--- config.mk ---
export PLATFORM = sky130hd
export DESIGN_NAME = aes_ct_serializer
export DESIGN_NICKNAME = d
export VERILOG_FILES = /design/src/rtl/aes_ct_serializer.sv
export SDC_FILE = /design/constraint.sdc
export NUM_CORES = 1
export LEC_CHECK = 0
export CAP_MARGIN = 20
export CORE_ASPECT_RATIO = 1.25
export CORE_MARGIN = 1
export CORE_UTILIZATION = 45
export DETAILED_ROUTE_END_ITERATION = 8
export GPL_ROUTABILITY_DRIVEN = 0
export GPL_TIMING_DRIVEN = 1
export PLACE_DENSITY = 0.66
export SYNTH_ARGS = -nofsm -noshare
export SYNTH_HDL_FRONTEND = slang
export SYNTH_SLANG_ARGS = --single-unit
--- constraint.sdc ---
create_clock -name CLK -period 8.35 [get_ports CLK]
set_clock_uncertainty 0.1 [all_clocks]
set_input_delay 1.2525 -clock CLK [delete_from_list [all_inputs] [get_ports CLK]]
set_output_delay 1.2525 -clock CLK [all_outputs]
set_load 0.005 [all_outputs]
--- src/rtl/aes_ct_serializer.sv ---
// Capture FIFO for AES blocks: registered head, push accepted when not full or when popping the same cycle.
// One-cycle write-to-head latency; pushes beyond DEPTH are refused and left to the caller to flag.
module ct_fifo #(
  parameter int W     = 128,
  parameter int DEPTH = 2
) (
  input  logic         CLK,
  input  logic         reset,
  input  logic         push_vld,
  input  logic [W-1:0] push_dat,
  input  logic         pop_vld,
  output logic [W-1:0] head_dat,
  output logic         empty,
  output logic         full
);
  localparam int AW    = (DEPTH > 1) ? $clog2(DEPTH) : 1;
  localparam int CW    = $clog2(DEPTH + 1);
  localparam int NSLOT = 1 << AW;

  logic [W-1:0]  mem [NSLOT];
  logic [AW-1:0] wr_ptr, rd_ptr;
  logic [CW-1:0] count;
  logic          push_ok, pop_ok;

  assign empty    = (count == '0);
  assign full     = (count == CW'(DEPTH));
  assign pop_ok   = pop_vld && !empty;
  assign push_ok  = push_vld && (!full || pop_ok);
  assign head_dat = mem[rd_ptr];

  always_ff @(posedge CLK) begin
    if (push_ok) mem[wr_ptr] <= push_dat;
  end

  always_ff @(posedge CLK or posedge reset) begin
    if (reset) begin
      wr_ptr <= '0;
      rd_ptr <= '0;
      count  <= '0;
    end else begin
      if (push_ok) wr_ptr <= (wr_ptr == AW'(DEPTH - 1)) ? '0 : wr_ptr + 1'b1;
      if (pop_ok)  rd_ptr <= (rd_ptr == AW'(DEPTH - 1)) ? '0 : rd_ptr + 1'b1;
      case ({push_ok, pop_ok})
        2'b10:   count <= count + 1'b1;
        2'b01:   count <= count - 1'b1;
        default: count <= count;
      endcase
    end
  end
endmodule

// Streams captured 128-bit AES ciphertext blocks MSB-first as OUT_W-bit beats; first beat 2 clocks after capture.
// Beats hold stable while m_ready is low; blocks arriving with the FIFO full are dropped and flagged in overflow.
module aes_ct_serializer #(
  parameter int OUT_W = 8,
  parameter int DEPTH = 2
) (
  input  logic             CLK,
  input  logic             reset,
  input  logic             blk_valid,
  input  logic [127:0]     blk_data,
  output logic [OUT_W-1:0] m_data,
  output logic             m_valid,
  input  logic             m_ready,
  output logic             m_last,
  output logic             overflow,
  output logic             busy,
  output logic [7:0]       blk_count
);
  localparam int BEATS = 128 / OUT_W;
  localparam int IW    = (BEATS > 1) ? $clog2(BEATS) : 1;

  typedef enum logic {IDLE = 1'b0, SHIFT = 1'b1} state_t;

  state_t         state, state_nxt;
  logic           blk_prev, cap_vld;
  logic           fifo_empty, fifo_full, pop_vld;
  logic           beat_hs, beat_last;
  logic [127:0]   head_dat, shreg;
  logic [IW-1:0]  beat_idx;

  assign cap_vld   = blk_valid && !blk_prev;
  assign beat_last = (beat_idx == IW'(BEATS - 1));
  assign beat_hs   = (state == SHIFT) && m_ready;
  // Load from IDLE, or chain the next block on the final handshake so there is no bubble.
  assign pop_vld   = !fifo_empty && ((state == IDLE) || (beat_hs && beat_last));

  ct_fifo #(.W(128), .DEPTH(DEPTH)) u_fifo (
    .CLK      (CLK),
    .reset    (reset),
    .push_vld (cap_vld),
    .push_dat (blk_data),
    .pop_vld  (pop_vld),
    .head_dat (head_dat),
    .empty    (fifo_empty),
    .full     (fifo_full)
  );

  always_ff @(posedge CLK or posedge reset) begin
    if (reset) state <= IDLE;
    else       state <= state_nxt;
  end

  always_comb begin
    state_nxt = state;
    case (state)
      IDLE:    if (!fifo_empty) state_nxt = SHIFT;
      SHIFT:   if (beat_hs && beat_last && fifo_empty) state_nxt = IDLE;
      default: state_nxt = IDLE;
    endcase
  end

  always_comb begin
    m_valid = (state == SHIFT);
    m_last  = m_valid && beat_last;
    m_data  = m_valid ? shreg[127 -: OUT_W] : '0;
    busy    = !fifo_empty || m_valid;
  end

  // Edge register resets high so a level already asserted at reset release is not taken as a new block.
  always_ff @(posedge CLK or posedge reset) begin
    if (reset) begin
      blk_prev  <= 1'b1;
      shreg     <= '0;
      beat_idx  <= '0;
      blk_count <= '0;
      overflow  <= 1'b0;
    end else begin
      blk_prev <= blk_valid;
      if (cap_vld && fifo_full && !pop_vld) overflow <= 1'b1;
      if (pop_vld) begin
        shreg    <= head_dat;
        beat_idx <= '0;
      end else if (beat_hs && !beat_last) begin
        shreg    <= shreg << OUT_W;
        beat_idx <= beat_idx + 1'b1;
      end
      if (beat_hs && beat_last) blk_count <= blk_count + 8'd1;
    end
  end
endmodule

==> summary.txt <==
Power and ir drop
  • Pint: 4.23 mW
  • VDD IR max: 0.175 mV
  • Pwr dens: 306 mW/mm2
  • Part of the power in registers: 48.7%
  • Switching Share: 27.8%
  • Total leakage power: 6.89 nW
  • P_sw: 1.63 mW
  • Comb power frac: 21.2%
  • Pwr Total: 5.86 mW
  • Clock Power Share: 30.1%

Logic synthesis
  • Syn nets: 1,093
  • Synth area leaders: edfxtp_1 (48%), dfrtp_1 (23%), mux2i_1 (8.5%), o221a_2 (6.2%), o211ai_1 (5.2%)
  • Synth area leader: edfxtp_1
  • Mean Syn Cell Area: 16.6 um2
  • Sequential fraction of the synthesis area: 71.2%
  • Distinct cells, synth: 43
  • Synth top area share: 48.2%
  • Top_reg_cell synth: edfxtp_1
  • Post-synth EDFFs: 256
  • Post-synthesis async set-or-reset flop share: 36.5%
  • Syn Inst Count: 959
  • Seq cells post-synth: 403
  • Syn. warnings: 0
  • Cell Area, Synth: 0.0160 mm2

STA
  • Fin crit share: 54.8%
  • Max Fclk: 0.219 GHz
  • Fin Setup TNS: 0 ps
  • # setup viols final: 0
  • Hold Fails Final Rpt: 0
  • Worst slew margin: 29.8%
  • Least-Margin Pin Slew: 1050 ps
  • Minimum clock period: 4580 ps
  • RSZ-0062 raised after global routing: false
  • Max-slew violations: 0

Critical path
  • Worst R2R Path Depth: 5
  • Worst Setup EP: u_fifo.mem[1][117]
  • Critical path endpoint category: flop
  • Crit path from: m_ready
  • Critical path class: in -> reg
  • R2R Setup Slk: 4480 ps
  • Critical path startpoint category: input pin
  • Worst Path Required: 8390 ps
  • Critical Path AT: 4620 ps
  • Worst reg2reg endpoint: u_fifo.mem[1][117]
  • CP max FO: 68
  • Critical R2R Launch: beat_idx[0]

Run status
  • Run status: complete, no violations

Die
  • Initial Util: 46.0%
  • Die area: 0.0362 mm2
  • Core area: 0.0347 mm2
  • IO Count: 152
  • Chip Height: 213 um
  • Chip width: 170 um
  • Row cnt: 76

Min path
  • Hold path depth: 1
  • Min-delay worst type: reg -> reg

Clocking
  • TritonCTS clock tree: done
  • Setup bufs post-CTS: 0
  • Inserted Clock Buffers: 40
  • CTS clk-pin slew, worst paths: 60 ps
  • Clock Tree Root: clkbuf_16
  • Cells resized by post-CTS repair: 0
  • Clock Sink Count: 403
  • Worst-Skew Late Latency: 520 ps
  • H-tree depth: 2
  • Clock Path Buffers: 3
  • CTS Hold Bufs: 0

Route
  • DRT iter0 DRCs: 691
  • Routed Antenna Nets: 0
  • Wire per inst: 21.9 um
  • Vias: 9,073
  • Vias/cell: 5.75
  • DR DRC count: 0
  • First-pass DRT Iterations: 7
  • Final WL: 34,500 um

Global route
  • First-pass GRT wire length: 53,600 um
  • Largest net degree at the start of global routing: 86
  • Number of global-route vias before repair: 9,239
  • GRT Util Overall: 19.5%
  • Overflow after GRT: 0
  • Initial antenna violation count: 0

Final layout
  • Reg area: 0.0114 mm2
  • Share of layout cells above drive strength 1: 15.5%
  • Final nets: 1,213
  • Synthesis-to-layout area growth: 19.7%
  • Multi-input gate area in the final layout: 0.00420 mm2
  • Fill cells: 2,731

Placement
  • Post-DP HPWL: 20,300 um
  • Port-buffer cells: 151

Run
  • Max-cap violations: 0
cell families after synthesis:
kind of cell               after synthesis  share of synthesized area, %
and+or+nand+nor                         47                          1.72
adders and majority gates                2                         0.157
DFF                                    403                          71.2
xor gates and xnor gates                10                         0.549
AOI/OAI and AO/OA                      268                          15.1
muxes                                  137                          8.60
buffers and inverters                   92                          2.64
critical path: stages:
cell and delay, ps:
clkdlybuf4s50_1 630, nand4_2 480, a31oi_1 500, and2_4 800, buf_4 870
layout make-up:
class | count | share of cell area [%]
sequential | 403 | 59.5
timing repair buffer | 165 | 8.46
clock inverter | 6 | 0.295
tap | 468 | 3.06
clock buffer | 66 | 6.55
antenna | 1 | 0.0131
inverter | 5 | 0.131
multi-input combinational | 464 | 22.0
power groups by stage:
stage	Clock [mW]	Combinational (mW)	Sequential (mW)
2_1_floorplan	0	0.951	2.76
3_3_place_gp	0	1.24	2.88
3_5_place_dp	0	1.26	2.89
4_1_cts	1.80	1.26	2.85
5_1_grt	1.88	1.35	2.89
6_report	1.76	1.24	2.85
state kept, by name, summed over array words and instances (netlist names):
name	cells
u_fifo.mem	256
shreg	128
blk_count	8
beat_idx	4
u_fifo.count	2
blk_prev	1
m_valid	1
overflow	1
u_fifo.rd_ptr	1
u_fifo.wr_ptr	1
layer usage:
layer	global-route usage, %	up-vias	routed length, um
li1	-	4171	-
met1	25.5	4601	14600
met2	33.2	247	17500
met3	2.98	54	1540
met4	6.12	0	861
met5	0	-	0
how the worst min path moves through the flow:
stage / start / to / slack [ps]
4_1_cts: blk_count[7] / blk_count[7] / 380
3_3_place_gp: blk_count[7] / blk_count[7] / 370
2_1_floorplan: overflow / overflow / 360
3_5_place_dp: blk_count[7] / blk_count[7] / 370
5_1_grt: blk_count[7] / blk_count[7] / 390
6_report: blk_count[7] / blk_count[7] / 380
through the flow:
stage	hold WS, ps	std cells	worst slack, ps	utilization (%)	instance area (um2)
after floorplan	360	959	2450	-	16000
after global placement	367	1504	3270	51.3	17800
after detailed placement	368	1504	3170	51.3	17800
after CTS	379	1576	3710	55.0	19100
after global routing	391	1577	3540	55.0	19100
final	381	1578	3770	55.1	19100
synth_stat cells (2+ instances only):
cell type and instances:
nor2b_1 3, o21ai_0 12, and2_1 10, buf_1 3, a21oi_1 4, mux2i_1 136
nand2_1 6, nor2_1 5, or3_1 2, a211oi_1 14, edfxtp_1 256, xnor2_1 4
xor2_1 6, inv_1 4, nand3_1 5, o211ai_1 110, clkbuf_1 48, ha_1 2
nand4_1 3, o221a_1 20, nand2b_1 2, o211a_1 2, dfrtp_1 146, o221a_2 88
a31oi_1 2, buf_6 5, a221o_1 12, buf_2 31, nor4_1 4
layout by cell type (no fill, tap or decap), types with 4 or more instances in the layout:
cell type          n
a211oi_1          14
o21ai_0           12
xnor2_1            4
nand2_1            5
and2_1             9
clkbuf_8          11
xor2_1             6
buf_4             14
o221a_1           20
nor2_1             5
o211ai_1         110
mux2i_1          136
o221a_2           88
a221o_1           12
edfxtp_1         256
clkbuf_16         42
nand3_1            5
dfrtp_1          145
clkbuf_1          13
nor4_1             4
clkdlybuf4s50_1  151
a21oi_1            4
Power figures use the tool's default switching activity.
